--- config.mk ---
export PLATFORM = sky130hd
export DESIGN_NAME = hazard_ctrl_flat
export DESIGN_NICKNAME = d
export VERILOG_FILES = /design/src/rtl/hazard_if.sv /design/src/rtl/hazard_ctrl.sv /design/src/flat_wrapper.sv
export SDC_FILE = /design/constraint.sdc
export NUM_CORES = 1
export LEC_CHECK = 0
export ABC_CLOCK_PERIOD_IN_PS = 4400
export CAP_MARGIN = 20
export CORE_ASPECT_RATIO = 1.4
export CORE_MARGIN = 4
export CORE_UTILIZATION = 30
export DETAILED_ROUTE_END_ITERATION = 7
export DONT_BUFFER_PORTS = 1
export PLACE_DENSITY = 0.43
export REMOVE_ABC_BUFFERS = 1
export SLEW_MARGIN = 30
export SYNTH_ARGS = -nofsm -noshare
export SYNTH_HDL_FRONTEND = slang
export SYNTH_SLANG_ARGS = --single-unit
--- constraint.sdc ---
create_clock -name clk -period 4.4 [get_ports clk]
set_input_delay 1.32 -clock clk [delete_from_list [all_inputs] [get_ports clk]]
set_output_delay 1.32 -clock clk [all_outputs]
set_load 0.1 [all_outputs]
--- src/rtl/hazard_if.sv ---
// Hazard-unit port bundle: pipeline-side requests into the hazard controller and
// the per-stage bubble/flush steering it returns.
interface hazard_if;
  logic [4:0] rs1_D;
  logic [4:0] rs2_D;
  logic       rs1_used_D;
  logic       rs2_used_D;
  logic [4:0] rd_E;
  logic       mem_read_E;
  logic       redirect_E;
  logic       mem_req_M;
  logic       mem_ack;
  logic       bubbleF, bubbleD, bubbleE, bubbleM, bubbleW;
  logic       flushF, flushD, flushE, flushM, flushW;
  logic       mem_err;

  modport master (
    output rs1_D, rs2_D, rs1_used_D, rs2_used_D, rd_E, mem_read_E,
           redirect_E, mem_req_M, mem_ack,
    input  bubbleF, bubbleD, bubbleE, bubbleM, bubbleW,
           flushF, flushD, flushE, flushM, flushW, mem_err
  );

  modport slave (
    input  rs1_D, rs2_D, rs1_used_D, rs2_used_D, rd_E, mem_read_E,
           redirect_E, mem_req_M, mem_ack,
    output bubbleF, bubbleD, bubbleE, bubbleM, bubbleW,
           flushF, flushD, flushE, flushM, flushW, mem_err
  );
endinterface

--- src/rtl/hazard_ctrl.sv ---
// Five-stage pipeline hazard controller: data-memory wait/timeout FSM, load-use
// interlock and branch-redirect flushing, plus a stall performance counter.
module hazard_ctrl #(
  parameter int TIMEOUT = 16,
  parameter int CNT_W   = 32
) (
  input  logic             clk,
  input  logic             rst_n,
  hazard_if.slave          hz,
  output logic [CNT_W-1:0] stall_cnt
);
  typedef enum logic {IDLE = 1'b0, MEM_WAIT = 1'b1} state_t;

  localparam logic [7:0] LIM = 8'(TIMEOUT);
  // Stage bit positions inside the bubble/flush vectors (F is the MSB).
  localparam int SF = 4, SD = 3, SE = 2, SM = 1, SW = 0;

  state_t           r_state, w_state_nxt;
  logic [7:0]       r_wcnt, w_wcnt_nxt;
  logic [CNT_W-1:0] r_stall_cnt;
  logic [4:0]       w_bubble, w_flush;
  logic             w_ms, w_tmo, w_lu, w_at_lim, w_mem_err;

  assign w_at_lim = (r_wcnt == LIM);

  assign w_ms = ((r_state == IDLE) && hz.mem_req_M && !hz.mem_ack) ||
                ((r_state == MEM_WAIT) && !hz.mem_ack && !w_at_lim);

  assign w_tmo = (r_state == MEM_WAIT) && !hz.mem_ack && w_at_lim;

  assign w_lu = hz.mem_read_E && (hz.rd_E != 5'd0) &&
                ((hz.rs1_used_D && (hz.rs1_D == hz.rd_E)) ||
                 (hz.rs2_used_D && (hz.rs2_D == hz.rd_E)));

  always_ff @(posedge clk or negedge rst_n) begin
    if (!rst_n) begin
      r_state <= IDLE;
      r_wcnt  <= 8'd0;
    end else begin
      r_state <= w_state_nxt;
      r_wcnt  <= w_wcnt_nxt;
    end
  end

  always_comb begin
    w_state_nxt = r_state;
    w_wcnt_nxt  = r_wcnt;
    case (r_state)
      IDLE: begin
        if (hz.mem_req_M && !hz.mem_ack) begin
          w_state_nxt = MEM_WAIT;
          w_wcnt_nxt  = 8'd1;
        end
      end
      MEM_WAIT: begin
        if (hz.mem_ack || w_at_lim) begin
          w_state_nxt = IDLE;
          w_wcnt_nxt  = 8'd0;
        end else begin
          w_wcnt_nxt = r_wcnt + 8'd1;
        end
      end
      default: begin
        w_state_nxt = IDLE;
        w_wcnt_nxt  = 8'd0;
      end
    endcase
  end

  // A redirect that arrives during a memory stall stays in E, so it is simply
  // picked up by the redirect branch once the stall condition drops.
  always_comb begin
    w_bubble  = 5'b00000;
    w_flush   = 5'b00000;
    w_mem_err = 1'b0;
    if (!rst_n) begin
      w_flush = 5'b11111;
    end else if (w_ms) begin
      w_bubble[SF] = 1'b1;
      w_bubble[SD] = 1'b1;
      w_bubble[SE] = 1'b1;
      w_bubble[SM] = 1'b1;
      w_flush[SW]  = 1'b1;
    end else if (w_tmo) begin
      w_mem_err   = 1'b1;
      w_flush[SM] = 1'b1;
    end else if (hz.redirect_E) begin
      w_flush[SD] = 1'b1;
      w_flush[SE] = 1'b1;
    end else if (w_lu) begin
      w_bubble[SF] = 1'b1;
      w_bubble[SD] = 1'b1;
      w_flush[SE]  = 1'b1;
    end
  end

  always_ff @(posedge clk or negedge rst_n) begin
    if (!rst_n)            r_stall_cnt <= '0;
    else if (w_bubble[SF]) r_stall_cnt <= r_stall_cnt + CNT_W'(1);
  end

  assign hz.bubbleF = w_bubble[SF];
  assign hz.bubbleD = w_bubble[SD];
  assign hz.bubbleE = w_bubble[SE];
  assign hz.bubbleM = w_bubble[SM];
  assign hz.bubbleW = w_bubble[SW];
  assign hz.flushF  = w_flush[SF];
  assign hz.flushD  = w_flush[SD];
  assign hz.flushE  = w_flush[SE];
  assign hz.flushM  = w_flush[SM];
  assign hz.flushW  = w_flush[SW];
  assign hz.mem_err = w_mem_err;
  assign stall_cnt  = r_stall_cnt;
endmodule

--- src/flat_wrapper.sv ---
// flat-port wrapper written by rule: the top's interface ports become plain ports
module hazard_ctrl_flat 
#(
  parameter int TIMEOUT = 16,
  parameter int CNT_W   = 32
)
  (clk, rst_n, stall_cnt, hz_rs1_D, hz_rs2_D, hz_rs1_used_D, hz_rs2_used_D, hz_rd_E, hz_mem_read_E, hz_redirect_E, hz_mem_req_M, hz_mem_ack, hz_bubbleF, hz_bubbleD, hz_bubbleE, hz_bubbleM, hz_bubbleW, hz_flushF, hz_flushD, hz_flushE, hz_flushM, hz_flushW, hz_mem_err);
  hazard_if hz_i ();
  input  logic clk;
  input  logic rst_n;
  output logic [CNT_W-1:0] stall_cnt;
  input wire logic [$bits(hz_i.rs1_D)-1:0] hz_rs1_D;
  input wire logic [$bits(hz_i.rs2_D)-1:0] hz_rs2_D;
  input wire logic [$bits(hz_i.rs1_used_D)-1:0] hz_rs1_used_D;
  input wire logic [$bits(hz_i.rs2_used_D)-1:0] hz_rs2_used_D;
  input wire logic [$bits(hz_i.rd_E)-1:0] hz_rd_E;
  input wire logic [$bits(hz_i.mem_read_E)-1:0] hz_mem_read_E;
  input wire logic [$bits(hz_i.redirect_E)-1:0] hz_redirect_E;
  input wire logic [$bits(hz_i.mem_req_M)-1:0] hz_mem_req_M;
  input wire logic [$bits(hz_i.mem_ack)-1:0] hz_mem_ack;
  output wire logic [$bits(hz_i.bubbleF)-1:0] hz_bubbleF;
  output wire logic [$bits(hz_i.bubbleD)-1:0] hz_bubbleD;
  output wire logic [$bits(hz_i.bubbleE)-1:0] hz_bubbleE;
  output wire logic [$bits(hz_i.bubbleM)-1:0] hz_bubbleM;
  output wire logic [$bits(hz_i.bubbleW)-1:0] hz_bubbleW;
  output wire logic [$bits(hz_i.flushF)-1:0] hz_flushF;
  output wire logic [$bits(hz_i.flushD)-1:0] hz_flushD;
  output wire logic [$bits(hz_i.flushE)-1:0] hz_flushE;
  output wire logic [$bits(hz_i.flushM)-1:0] hz_flushM;
  output wire logic [$bits(hz_i.flushW)-1:0] hz_flushW;
  output wire logic [$bits(hz_i.mem_err)-1:0] hz_mem_err;
  assign hz_i.rs1_D = hz_rs1_D;
  assign hz_i.rs2_D = hz_rs2_D;
  assign hz_i.rs1_used_D = hz_rs1_used_D;
  assign hz_i.rs2_used_D = hz_rs2_used_D;
  assign hz_i.rd_E = hz_rd_E;
  assign hz_i.mem_read_E = hz_mem_read_E;
  assign hz_i.redirect_E = hz_redirect_E;
  assign hz_i.mem_req_M = hz_mem_req_M;
  assign hz_i.mem_ack = hz_mem_ack;
  assign hz_bubbleF = hz_i.bubbleF;
  assign hz_bubbleD = hz_i.bubbleD;
  assign hz_bubbleE = hz_i.bubbleE;
  assign hz_bubbleM = hz_i.bubbleM;
  assign hz_bubbleW = hz_i.bubbleW;
  assign hz_flushF = hz_i.flushF;
  assign hz_flushD = hz_i.flushD;
  assign hz_flushE = hz_i.flushE;
  assign hz_flushM = hz_i.flushM;
  assign hz_flushW = hz_i.flushW;
  assign hz_mem_err = hz_i.mem_err;
  hazard_ctrl #(.TIMEOUT(TIMEOUT), .CNT_W(CNT_W)) u_core (.clk(clk), .rst_n(rst_n), .hz(hz_i), .stall_cnt(stall_cnt));
endmodule
==> results of run 1 <==
-- worst max-delay path by stage --
stage	to	cells after the start
floorplan	hz_flushE	6
global placement	hz_bubbleD	5
detailed placement	hz_bubbleD	5
CTS	hz_bubbleD	5
global route	hz_bubbleD	5
finish	hz_bubbleD	5
-- stage by stage --
stage          TNS (ns)  instances  total power, mW  worst slack [ns]
6_report              0        338             1.16             0.397
5_1_grt               0        338             1.22             0.303
4_1_cts               0        338             1.18             0.383
3_5_place_dp          0        330            0.853             0.387
3_3_place_gp          0        330            0.852             0.416
2_1_floorplan     -4.64        211            0.780             -1.19
-- flip-flops by register name (all words and copies together), names as in the netlist --
name and cells:
u_core.stall_cnt 32, u_core.r_wcnt 8, u_core.r_state 1
-- layer usage --
metal / part of all wire, % / routed length, µm / up-vias
met1: 41 / 2080 / 770
met5: 0 / 0 / -
li1: - / - / 800
met4: 1.4 / 71 / 0
met3: 8.7 / 445 / 6
met2: 49 / 2500 / 56
-- logic make-up (layout without fill, tap and decap cells) --
| family | after synthesis | in the layout | share of synthesized area [%] |
|---|---|---|---|
| AND/OR/NAND/NOR | 91 | 91 | 23.9 |
| XOR/XNOR | 45 | 45 | 17.7 |
| flip-flops | 41 | 41 | 46.1 |
| AO/OA/AOI/OAI | 23 | 23 | 7.43 |
| buffers and inverters | 12 | 39 | 2.98 |
| adder cells (fa/ha/maj) | 3 | 3 | 1.69 |
| other | 1 | 1 | 0.169 |
-- cells in the final DEF, fill, tap and decap left out, types with 8 or more instances in the layout --
| master | netlist | routed |
|---|---|---|
| buf_4 | 3 | 22 |
| nor3_1 | 12 | 11 |
| nand4_1 | 9 | 9 |
| o21ai_0 | 11 | 8 |
| nor2_1 | 15 | 15 |
| xnor2_1 | 28 | 28 |
| nand3_1 | 9 | 9 |
| dfrtp_1 | 41 | 39 |
| xor2_1 | 17 | 17 |
| nand2_1 | 22 | 22 |
-- layout make-up --
type / count / area share, %
well taps: 95 / 4.48
inverters: 7 / 1.08
multi-input cells: 163 / 43.3
flip-flops and latches: 41 / 38.7
repair buffers: 24 / 7.92
clock buffers: 6 / 3.11
clock inverters: 2 / 1.41
-- power by group through the flow --
stage / Sequential, mW / Clock, mW / Combinational [mW]
after floorplan: 0.627 / 0 / 0.153
after detailed placement: 0.520 / 0 / 0.333
final: 0.511 / 0.323 / 0.329
after CTS: 0.512 / 0.338 / 0.334
after global placement: 0.520 / 0 / 0.332
after global routing: 0.519 / 0.351 / 0.352
==> metrics.cfg, run 1 <==
[status]
status=finished clean

[clock_tree]
clkTransAtPathRegs_ns=0.08
numCtsBuffers=5
cts.sinks=41
clk_latency_ns=0.30
cts_hold_buf=0
cts_resized=0
cts_tree=built
ctsLongestPathBuffers=2
cts_setup_buffers=0
ctsRootBufferMaster=clkbuf_8
htreeDepth=2

[power_and_ir_drop]
sw_frac_of_total_pct=41.8
p_int_mw=0.677
comb_power_share_pct=28.3
clkPwrFrac_pct=27.8
power_switching_mw=0.486
pwr-share-seq_pct=43.9
power_density_mw_per_mm2=438
ir_worst_vdd_uv=193
p_leak_nw=1.20

[timing]
tightest_slew_ns=1.00
period_share_pct=91.0
finClkSkew_ns=0.0110
rsz0062_at_grt=false
setup_viol=0
post-route-min-period_ns=4.00
finalHoldViolCount=0
timing.hold.ws_ns=0.554
slew_headroom_pct=33.2
drv_slew=0
max_freq_mhz=250

[worst_setup_path]
ff2ff_setup_slack_ns=1.74
crit_family=simple AND/OR/NAND/NOR gates
reg2reg_depth=5
worstPathRequired_ns=3.08
startpoint=hz_rd_E[0]
reg2reg_to=u_core.stall_cnt[28]
crit_path_top_delay_cell=or4_1
crit_path_max_fanout=9
reg2reg_from=u_core.stall_cnt[8]
worst_setup_path_start_kind=input pin
worstPathCellList=or4_1, o21ai_2, nor2_1, a21oi_2, inv_4
cp_data_arrival_time_ns=2.68
slowest_delay_ns=0.53
path_class=input pin to output pin
path_buf_inv=1
critPathCaptureType=output pin

[hold_path]
holdPathStages=1
hold_path_class=flip-flop to flip-flop
hold_start=u_core.r_wcnt[5]
hold_end=u_core.r_wcnt[5]

[cells_and_area]
area_growth_pct=19.4
final_area_mm2=0.00266
multi_input_area_mm2=0.00115
final_nets=268
drive_above_1_share_pct=20.6
num_antenna_cells=0
num-fill-cells=734
seq_area_mm2=0.00103
post-route-util_pct=37.5

[logic_synthesis]
postSynth.asyncResetShare_pct=100
synthFlopType=dfrtp_1
synth_edf_count=0
synth_cells=216
synth_most_common_cell=dfrtp_1
synth_area_leaders=dfrtp_1 (46%), xnor2_1 (11%), xor2_1 (6.7%)
yosysTopAreaCell=dfrtp_1
ys_types=41
synth_warnings=0
ys_top_cells_by_count=dfrtp_1 (41), xnor2_1 (28), nand2_1 (22)
yosysTopAreaCellShare_pct=46.1
ys_seq_elements=41
yosysSeqAreaShare_pct=46.1
syn_area_per_cell_um2=10.3
syn-cell-area_mm2=0.00222

[global_route]
met3_usage_pct=3.77
grt_use_met2_pct=21.3
grt-busiest-layer=met2
grt_max_degree=48
grt_pass1_vias=1720
antenna_found_initial=0
globalRoute.totalOverflow=0
grt_pass1_wl_mm=8.55
grt_use_total_pct=12.5
grtUsageMet1_pct=14.7

[floorplan]
dieArea_mm2=0.00887
fp.dieW_um=80.8
die_y_um=110
rows=36
core_area_mm2=0.00707
io_pins=66
initial_core_util_pct=31.4

[placed_design]
dpl.hpwl_mm=3.80
dpl_cell_area_mm2=0.00253
routabilityCongestion=0.734
port_buffers=0

[detailed_routing]
viasPerCell=4.83
dr_total_vias=1632
ant_nets=0
drc=0
wl_mm=5.10
drt-initial-drc-count=56
wl_per_cell_um=15.1
drtPass1Iterations=4

[job]
maxCapViolCount=0

Note: power is estimated with default switching activity, not from simulation.
==> run 2, diff against run 1 <==
--- a/config.mk
+++ b/config.mk
@@ -7,7 +7,7 @@
 export LEC_CHECK = 0
 export ABC_CLOCK_PERIOD_IN_PS = 4400
 export CAP_MARGIN = 20
-export CORE_ASPECT_RATIO = 1.4
+export CORE_ASPECT_RATIO = 1.75
 export CORE_MARGIN = 4
 export CORE_UTILIZATION = 30
 export DETAILED_ROUTE_END_ITERATION = 7
==> run 2 against run 1 <==
Combinational power is 1% higher. Critical endpoint unchanged. Register-to-register slack worse by 0.22 ns. Critical path depth stayed put. Clock-buffer cell count is 1 lower. Die area is 0.39% higher.
==> metrics.cfg, run 2 (synthesis gave the netlist of run 1 again) <==
[status]
status=finished clean

[clock_tree]
cts.sinks=41  ; unchanged
numCtsBuffers=5  ; unchanged
cts_hold_buf=0  ; unchanged
cts_tree=built
htreeDepth=2  ; unchanged
cts_resized=0  ; unchanged
clk_latency_ns=0.29  ; about the same
ctsRootBufferMaster=clkbuf_16
ctsLongestPathBuffers=2  ; unchanged
clkTransAtPathRegs_ns=0.06  ; -0.02 ns
cts_setup_buffers=0  ; unchanged

[cells_and_area]
final_common_cell=dfrtp_1
num_antenna_cells=0  ; unchanged
layout_common_cells=dfrtp_1 (39), xnor2_1 (28), buf_4 (24)
final_area_mm2=0.00271  ; +2.1%
post-route-util_pct=37.5  ; -0.077 points
area_growth_pct=21.9
final_nets=270  ; +0.75%
largest_reg_flops=32  ; unchanged
drive_above_1_share_pct=21.2  ; +0.65 points
fin_cells=331  ; -2.1%

[power_and_ir_drop]
power_density_mw_per_mm2=469  ; +7.1%
p_int_mw=0.761  ; +12%
clkPwrFrac_pct=33.4  ; +5.6 points
ir_worst_vdd_uv=253  ; +31%
comb_power_share_pct=26.2  ; -2.1 points
p_total_mw=1.27  ; +9.4%
pwr-share-seq_pct=40.4  ; -3.5 points
p_leak_nw=1.23  ; +2.8%
sw_frac_of_total_pct=40.1  ; -1.7 points
power_switching_mw=0.511  ; +5.0%

[timing]
fin_ws_ns=0.412  ; +0.0146 ns
finalHoldViolCount=0  ; unchanged
max_freq_mhz=251  ; +0.37%
setup_viol=0  ; unchanged
timing.hold.ws_ns=0.547  ; -0.00724 ns
tns_ns=0  ; unchanged
slew_headroom_pct=33.7  ; +0.45 points
post-route-min-period_ns=3.99  ; -0.0146 ns
tightest_slew_ns=0.995  ; -0.00678 ns
period_share_pct=90.6  ; -0.33 points
finClkSkew_ns=0.00670  ; -0.00426 ns
rsz0062_at_grt=false
drv_slew=0  ; unchanged

[detailed_routing]
ant_nets=0  ; unchanged
viasPerCell=5.04  ; +4.4%
drc=0  ; unchanged
wl_mm=5.29  ; +3.7%
dr_total_vias=1668  ; +2.2%
wl_per_cell_um=16.0  ; +5.9%
drtPass1Iterations=4  ; unchanged
drt-initial-drc-count=71  ; +27%

[placed_design]
dp_cells=323  ; -2.1%
dpl_cell_area_mm2=0.00254  ; +0.15%
routabilityCongestion=0.715  ; -2.6%
port_buffers=0  ; unchanged
dpl.hpwl_mm=3.96  ; +4.4%
pre_cts_ws_ns=0.370  ; -0.0163 ns

[global_route]
globalRoute.totalOverflow=0  ; unchanged
antenna_found_initial=0  ; unchanged
grt_pass1_vias=1726  ; +0.35%
grt_use_total_pct=12.8  ; +0.34 points
grt_max_degree=48  ; unchanged
grt_pass1_wl_mm=8.69  ; +1.7%

[worst_setup_path]
ff2ff_setup_slack_ns=1.52  ; -0.22 ns
path_class=input pin to output pin
crit_path_max_fanout=9  ; unchanged
worst_setup_path_start_kind=input pin
reg2reg_from=u_core.r_wcnt[0]
worstPathRequired_ns=3.08  ; about the same
cp_data_arrival_time_ns=2.67  ; about the same
reg2reg_depth=9  ; +4
reg2reg_to=u_core.stall_cnt[24]
critPathCaptureType=output pin

[floorplan]
dieArea_mm2=0.00891  ; +0.39%
core_area_mm2=0.00723  ; +2.3%
die_y_um=122  ; +11%
initial_core_util_pct=30.7  ; -0.70 points
io_pins=66  ; unchanged
rows=41  ; +14%
fp.dieW_um=73.1  ; -9.5%

[hold_path]
hold_path_class=flip-flop to flip-flop
holdPathStages=1  ; unchanged
hold_end=u_core.r_wcnt[5]
hold_start=u_core.r_wcnt[5]

[job]
maxCapViolCount=0  ; unchanged

## run 2: changes by cell type in the layout (fill, tap and decap cells not counted)
cell / change
buf_4: +2
clkbuf_16: +5
clkbuf_8: -6
clkinv_4: +1
## run 2: final cells by class
type                            instances  area [µm²]
Fill cell                             720        4520
Tap cell                               86         108
Sequential cell                        41        1030
Inverter                                7        28.8
Multi-Input combinational cell        163        1150
Timing Repair Buffer                   26         225
Clock buffer                            5         125
Clock inverter                          3        46.3
## run 2: per-layer routing
layer	vias to the layer above	track usage, %	routed length [µm]
met5	-	0	0
met4	0	5.54	105
met3	7	4.54	445
met2	60	22.6	2770
met1	795	13.3	1970
li1	806	-	-
## run 2: how the worst max path moves through the flow
stage                     startpoint          to  slack [ns]  cells past startpoint
after floorplan           hz_rd_E[1]   hz_flushE       -1.19                      6
after global placement    hz_rd_E[0]  hz_bubbleD        0.42                      5
after detailed placement  hz_rd_E[2]  hz_bubbleD        0.37                      5
after CTS                 hz_rd_E[2]  hz_bubbleD        0.37                      5
after global routing      hz_rd_E[0]  hz_bubbleF        0.29                      5
final                     hz_rd_E[0]  hz_bubbleD        0.41                      5
## run 2: power groups by stage
stage | Combinational [mW] | Sequential, mW | Clock [mW]
6_report | 0.333 | 0.514 | 0.425
3_5_place_dp | 0.335 | 0.521 | 0
5_1_grt | 0.357 | 0.518 | 0.454
2_1_floorplan | 0.153 | 0.627 | 0
3_3_place_gp | 0.334 | 0.521 | 0
4_1_cts | 0.335 | 0.514 | 0.437
## run 2: critical path, cell delays in order
cell	delay, ns
or4_1	0.52
o21ai_2	0.24
nor2_1	0.09
a21oi_2	0.21
inv_4	0.26
==> run 3, diff against run 2 <==
--- a/config.mk
+++ b/config.mk
@@ -10,6 +10,7 @@
 export CORE_ASPECT_RATIO = 1.75
 export CORE_MARGIN = 4
 export CORE_UTILIZATION = 30
+export CTS_CLUSTER_DIAMETER = 120
 export DETAILED_ROUTE_END_ITERATION = 7
 export DONT_BUFFER_PORTS = 1
 export PLACE_DENSITY = 0.43
==> results of run 3 <==
No change in the layout: final DEF, timing and power equal those of run 2.
